**src/rtl/fwd_hazard_unit.sv**
```systemverilog
// Forwarding and load-use hazard unit for a 5-stage pipeline.
// Tracks destinations of in-flight instructions and selects the newest producer for each ID operand.
module fwd_hazard_unit #(
  parameter  int REGISTERWIDTH = 5,
  parameter  int DEPTH         = 3,
  localparam int SEL_W         = $clog2(DEPTH + 1),
  parameter  int CNT_W         = 16
) (
  input  logic                     clk,
  input  logic                     rst_n,
  input  logic                     id_valid,
  input  logic [REGISTERWIDTH-1:0] id_rs1,
  input  logic [REGISTERWIDTH-1:0] id_rs2,
  input  logic                     id_use_rs1,
  input  logic                     id_use_rs2,
  input  logic [REGISTERWIDTH-1:0] id_rd,
  input  logic                     id_rd_we,
  input  logic                     id_is_load,
  input  logic                     flush,
  input  logic                     hold,
  output logic [SEL_W-1:0]         fwd_sel1,
  output logic [SEL_W-1:0]         fwd_sel2,
  output logic                     stall,
  output logic [CNT_W-1:0]         stall_count
);

  logic [DEPTH:1]           r_valid;
  logic [DEPTH:1]           r_we;
  logic [DEPTH:1]           r_ld;
  logic [REGISTERWIDTH-1:0] r_rd [1:DEPTH];
  logic [CNT_W-1:0]         r_stall_count;

  logic [DEPTH:1]   w_hit1;
  logic [DEPTH:1]   w_hit2;
  logic [SEL_W-1:0] w_raw1;
  logic [SEL_W-1:0] w_raw2;
  logic             w_load_use;
  logic             w_accept;

  genvar gi;
  generate
    for (gi = 1; gi <= DEPTH; gi++) begin : g_match
      assign w_hit1[gi] = r_valid[gi] && r_we[gi] && (r_rd[gi] == id_rs1) &&
                          (id_rs1 != '0) && id_use_rs1 && id_valid;
      assign w_hit2[gi] = r_valid[gi] && r_we[gi] && (r_rd[gi] == id_rs2) &&
                          (id_rs2 != '0) && id_use_rs2 && id_valid;
    end
  endgenerate

  // Scan from the oldest stage down so the nearest (newest) producer is the final assignment.
  always_comb begin
    w_raw1 = '0;
    w_raw2 = '0;
    for (int k = DEPTH; k >= 1; k--) begin
      if (w_hit1[k]) w_raw1 = SEL_W'(k);
      if (w_hit2[k]) w_raw2 = SEL_W'(k);
    end
  end

  assign w_load_use = r_ld[1] && ((w_raw1 == SEL_W'(1)) || (w_raw2 == SEL_W'(1)));
  assign w_accept   = id_valid && !w_load_use && !flush;

  assign stall       = w_load_use;
  assign fwd_sel1    = w_load_use ? '0 : w_raw1;
  assign fwd_sel2    = w_load_use ? '0 : w_raw2;
  assign stall_count = r_stall_count;

  always_ff @(posedge clk or negedge rst_n) begin
    if (!rst_n) begin
      r_valid[1] <= 1'b0;
      r_we[1]    <= 1'b0;
      r_ld[1]    <= 1'b0;
      r_rd[1]    <= '0;
    end else if (!hold) begin
      r_valid[1] <= w_accept;
      r_we[1]    <= id_rd_we;
      r_ld[1]    <= id_is_load;
      r_rd[1]    <= id_rd;
    end
  end

  generate
    for (gi = 2; gi <= DEPTH; gi++) begin : g_shift
      always_ff @(posedge clk or negedge rst_n) begin
        if (!rst_n) begin
          r_valid[gi] <= 1'b0;
          r_we[gi]    <= 1'b0;
          r_ld[gi]    <= 1'b0;
          r_rd[gi]    <= '0;
        end else if (!hold) begin
          r_valid[gi] <= r_valid[gi-1];
          r_we[gi]    <= r_we[gi-1];
          r_ld[gi]    <= r_ld[gi-1];
          r_rd[gi]    <= r_rd[gi-1];
        end
      end
    end
  endgenerate

  always_ff @(posedge clk or negedge rst_n) begin
    if (!rst_n) begin
      r_stall_count <= '0;
    end else if (!hold && w_load_use && (r_stall_count != {CNT_W{1'b1}})) begin
      r_stall_count <= r_stall_count + CNT_W'(1);
    end
  end

endmodule

```
**config.mk**
```make
export PLATFORM = sky130hd
export DESIGN_NAME = fwd_hazard_unit
export DESIGN_NICKNAME = d
export VERILOG_FILES = /design/src/rtl/fwd_hazard_unit.sv
export SDC_FILE = /design/constraint.sdc
export NUM_CORES = 1
export LEC_CHECK = 0
export CORE_MARGIN = 1
export CORE_UTILIZATION = 50
export CTS_CLUSTER_SIZE = 10
export DETAILED_ROUTE_END_ITERATION = 8
export PLACE_DENSITY_LB_ADDON = 0.1
export SYNTH_ARGS = -nofsm -noshare
export SYNTH_HDL_FRONTEND = slang
export SYNTH_SLANG_ARGS = --single-unit
```
**constraint.sdc**
```tcl
create_clock -name clk -period 4.9 [get_ports clk]
set_input_delay 0.735 -clock clk [delete_from_list [all_inputs] [get_ports clk]]
set_output_delay 0.735 -clock clk [all_outputs]
set_load 0.02 [all_outputs]
```
Word level (Yosys, flattened, before mapping)
Index checks and enable logic that the tools add are counted.
- add/sub/neg operators: 1
- reductions and logical operators: 38
- muxes and demuxes: 8
- equal/unequal tests: 9
- operators with widths (operator ; count):
    1-bit logical AND ; 32
    5-bit equality test ; 6
    16-bit by 1-bit adder with 16-bit output (second input constant) ; 1
    2-bit 2-to-1 mux ; 8
    16-bit != test (second input constant) ; 1
    5-bit nonzero test ; 2
    2-bit by 1-bit equality test with 1-bit output (second input constant) ; 2
    1-bit logical NOT ; 3
    1-bit logical OR ; 1
- output and inout bits: 21
- bits of input ports: 24
- register bits: 38
- word-level logic and storage cells: 67

Longest topological paths before layout
- depth after elaboration: 14
- depth in mapped cells: 9
- depth with buffers taken out: 7

Least setup slack after synthesis
No wires, ideal clock.
- path kind: input -> output
- start: input id_rs2[0]
- end: output fwd_sel2[0]
- buffers on the path: 1
- arrival: 2.325 ns
- required time: 4.165 ns
- setup slack: 1.840 ns
- stages: 7
- cells stage by stage: or4_4 > o211a_4 > nand4_4 > nand2_4 > and2_4 > buf_6 > a21oi_1
- cells in the longest elaborated chain, start to end: 12
- elaborated cells between the ends (all ways): 23
- classes of those cells: eq/ne (4); mux (4); reduce/logical (15)
- ends and longest elaborated chain (what ; line ; text):
    start, declared ; 13 ; input logic [REGISTERWIDTH-1:0] id_rs2,
    5-bit equality test ; 45 ; assign w_hit2[gi] = r_valid[gi] && r_we[gi] && (r_rd[gi] == id_rs2) &&
    1-bit logical AND (2 in a row) ; 45 ;
    1-bit logical AND (2 in a row) ; 46 ; (id_rs2 != '0) && id_use_rs2 && id_valid;
    2-bit 2-to-1 mux (2 in a row) ; 56 ; if (w_hit2[k]) w_raw2 = SEL_W'(k);
    2-bit 2-to-1 mux * ; 56 ;
    2-bit by 1-bit equality test with 1-bit output * ; 60 ; assign w_load_use = r_ld[1] && ((w_raw1 == SEL_W'(1)) || (w_raw2 == SEL_W'(1)));
    1-bit logical OR * ; 60 ;
    1-bit logical AND * ; 60 ;
    net stall ; 23 ; output logic stall,
    2-bit 2-to-1 mux * ; 65 ; assign fwd_sel2 = w_load_use ? '0 : w_raw2;
    end, declared ; 22 ; output logic [SEL_W-1:0] fwd_sel2,
The timed path passes the listed nets; every way through them passes the cells marked *.

Worst setup path in the final report
- start: input id_rs2[0]
- end: output fwd_sel2[0]
- cells in the longest elaborated chain, start to end: 12
- elaborated cells between the ends (all ways): 23
- classes of those cells: eq/ne (4); mux (4); reduce/logical (15)
- ends and longest elaborated chain (what ; line):
    5-bit equality test ; 45
    1-bit logical AND (2 in a row) ; 45
    1-bit logical AND (2 in a row) ; 46
    2-bit 2-to-1 mux (2 in a row) ; 56
    2-bit 2-to-1 mux * ; 56
    2-bit by 1-bit equality test with 1-bit output ; 60
    1-bit logical OR ; 60
    1-bit logical AND ; 60
    2-bit 2-to-1 mux * ; 65
Mark *: on every way between the ends. The rest lies on a longest branch, timed or not.

==> results.md <==
- GRT overflow: 0
- Most frequent CP cell: clkdlybuf4s50_1
- Area occupied by multi-input gates: 1130 sq um
- Class of the worst hold path: flip-flop to flip-flop
- Setup TNS: 0 ns
- # port buffers: 44
- Post-cts gate resize count: 0
- Die ar.: 4520 sq um
- CP cell instances: clkdlybuf4s50_1, or4_4, o211a_4, nand4_4, nand2_4, and2_4, a21oi_1, clkdlybuf4s50_1
- Min Tclk post-route: 3.99 ns
- # fillers: 319
- #FFs+latches synth: 38
- Via count of the routed design: 1531
- Post-synth top flop: dfrtp_1
- Post-route clock period utilization: 81.4%
- Synthesized area: 2130 sq um
- Number of global-route vias before repair: 1524
- Share of cells above drive strength 1: 18.7%
- Setup repair bufs after CTS: 0
- GPL Wtd Cong: 0.888
- Core box area: 4030 sq um
- Cts hold-fix bufs: 0
- Setup Skew: 0.00475 ns
- Power per cell area: 295 nW/um^2
- Crit path kind: input port to output pin
- Root Driver: clkbuf_8
- Async SR Flop Fraction: 100%
- Synth cell types: 39
- Slew HR: 45.6%
- Total global-route track usage: 21.4%
- Clock latency on the worst-skew pair: 0.28 ns
- Final WS setup: 0.914 ns
- Slew Limit Fails: 0
- Worst-Margin Slew: 0.816 ns
- DR pass1 iterations: 4
- Sequential cell area: 951 sq um
- Avg Synthesized Cell Area: 11.6 sq um
- CP bufs+invs: 2
- Util after Layout: 67.7%
- Antenna cells: 0
- Initial core utilization: 52.8%
- Dpl hpwl: 3260 um
- Clock Tree Buf Depth: 2
- Htree depth: 2
- Clock Sink Count: 38
- Seq/Total Area, Yosys: 44.7%
- CP startpoint kind: input port
- Static leakage: 1.15 nW
- Area leader, netlist: dfrtp_1
- Post-route DRC: 0
- Clk slew on worst S/H paths: 0.08 ns
- Initial antenna violation count: 0
- Final Hold Viols: 0
- WL/cell: 15.4 um
- Max Freq: 251 MHz
- Global-route wire length before repair: 7090 um
- RSZ-0062 raised after global routing: false
- CP Max Fanout: 6
- Final WL: 4310 um
- # placed instances: 272
- Power share of the combinational group: 14.9%
- Pre-CTS setup slack: 0.914 ns
- Syn. warnings: 0
- Sequential power share: 45.8%
- Die X: 67.2 um
- Share of the synthesized area in the top cell type: 44.7%
- I/O pin count: 45
- Die Y: 67.2 um
- Slowest stage delay, CP: 0.62 ns
- Peak VDD IR: 0.205 mV
- Overall Power: 804 uW
- Sw Share: 24.0%
- Area grow syn2layout: 28.3%
- R2r setup slk: 2.57 ns
- EDFF count, synth: 0
- Outcome: complete, no violations
- Syn Nets: 209
- Internal power: 611 uW
- NetSw: 193 uW
- Required time worst endpoint: 4.16 ns
- CP arrival: 3.25 ns
- Nets@finish: 254
- CP Capture Type: output pin
- Final Instance Count excl. Fillers: 280
- Antenna viol nets, final: 0
- Initial DRC count: 75
- Slowest stage cell, crit path: clkdlybuf4s50_1
- Number of max-cap violations: 0
- Total CTS buffers: 5
- Largest net degree at the start of global routing: 39
- Crit path max-delay family: buffers and inverters
- Clock Power Share: 39.3%
- Final Setup Violations: 0
- Rows: 23
- CTS tree: done
- Vias per inst: 5.47
- Post-Syn Instances: 184
- Area contributors post-synth: dfrtp_1 (45%), mux2_2 (11%), xnor2_1 (9.1%)
## cells by family after synthesis
family                     Yosys count  synth area share, %
buffers and inverters                9                 2.29
adders and majority gates            1                0.588
muxes                               23                 12.1
AOI/OAI and AO/OA                   11                 5.18
and+or+nand+nor                     59                 17.4
DFF                                 38                 44.7
xor gates and xnor gates            43                 17.7
## sequential cells by signal (all words and copies together) (netlist names)
signal / flops
stall_count: 16
r_ld: 1
r_valid: 3
r_we: 3
r_rd: 15
## through the flow
stage | cell area [sq um] | hold slack, ns
finish | 2730 | 0.506
global route | 2730 | 0.522
CTS | 2730 | 0.498
detailed placement | 2590 | 0.483
global placement | 2590 | 0.476
floorplan | 2130 | 0.439
## cell usage after synthesis, types with 3 or more instances
| cell | n |
|---|---|
| nand4_1 | 6 |
| nand3_1 | 6 |
| dfrtp_1 | 38 |
| xnor2_1 | 22 |
| nor4_1 | 3 |
| xor2_1 | 21 |
| nor2_1 | 5 |
| clkbuf_1 | 5 |
| and3_1 | 9 |
| and4_1 | 3 |
| mux2_2 | 21 |
| nand2_1 | 12 |
## power groups by stage
stage / Sequential, mW / Combinational, mW / Clock, mW
after global routing: 0.373 / 0.131 / 0.340
after CTS: 0.368 / 0.121 / 0.323
final: 0.368 / 0.120 / 0.316
after global placement: 0.373 / 0.119 / 0
after detailed placement: 0.374 / 0.120 / 0
after floorplan: 0.367 / 0.0758 / 0
## cell usage in the layout, fill, tap and decap left out, types with 2 or more instances in the layout
cell	netlist	final
a21oi_2	2	2
or4_1	2	2
bufinv_16	0	2
xor2_1	21	21
inv_1	2	2
xnor2_1	22	22
nand2_1	12	12
nand3_1	6	6
and3_1	9	9
dfrtp_1	38	38
nor4_1	3	3
nor2b_1	2	2
clkbuf_8	0	5
nand2b_1	2	2
mux2_2	21	21
and4_1	3	3
nor2_1	5	5
nand4_1	6	6
clkdlybuf4s50_1	0	43
## per-layer routing
| layer | track usage (%) | up-vias | share of wire (%) | wire (um) |
|---|---|---|---|---|
| met5 | 0 | - | 0 | 0 |
| met4 | 7.18 | 0 | 1.2 | 50 |
| met3 | 5.07 | 4 | 4.2 | 181 |
| met2 | 35.6 | 37 | 49 | 2120 |
| met1 | 27.1 | 752 | 45 | 1960 |
| li1 | - | 738 | - | - |
## cell type report
class	count	area share [%]
clock buffers	5	2.52
clock inverters	3	2.52
inverters	2	0.275
multi-input cells	137	41.3
flip-flops and latches	38	34.8
well taps	50	2.29
repair buffers	45	16.2
## path summary, 6_finish.rpt
| path | from | end | depth (start not counted) |
|---|---|---|---|
| worst max-delay path | id_rs2[0] | fwd_sel2[0] | 8 |
| worst min-delay path | stall_count[8] | stall_count[8] | 1 |
| worst max register to register | stall_count[0] | stall_count[5] | 7 |
| worst min register to register | stall_count[8] | stall_count[8] | 1 |
| max in group asynchronous | rst_n | stall_count[7] | 1 |
| min in group asynchronous | rst_n | r_we[2] | 1 |
No activity file was read; power rests on OpenSTA's default activity.
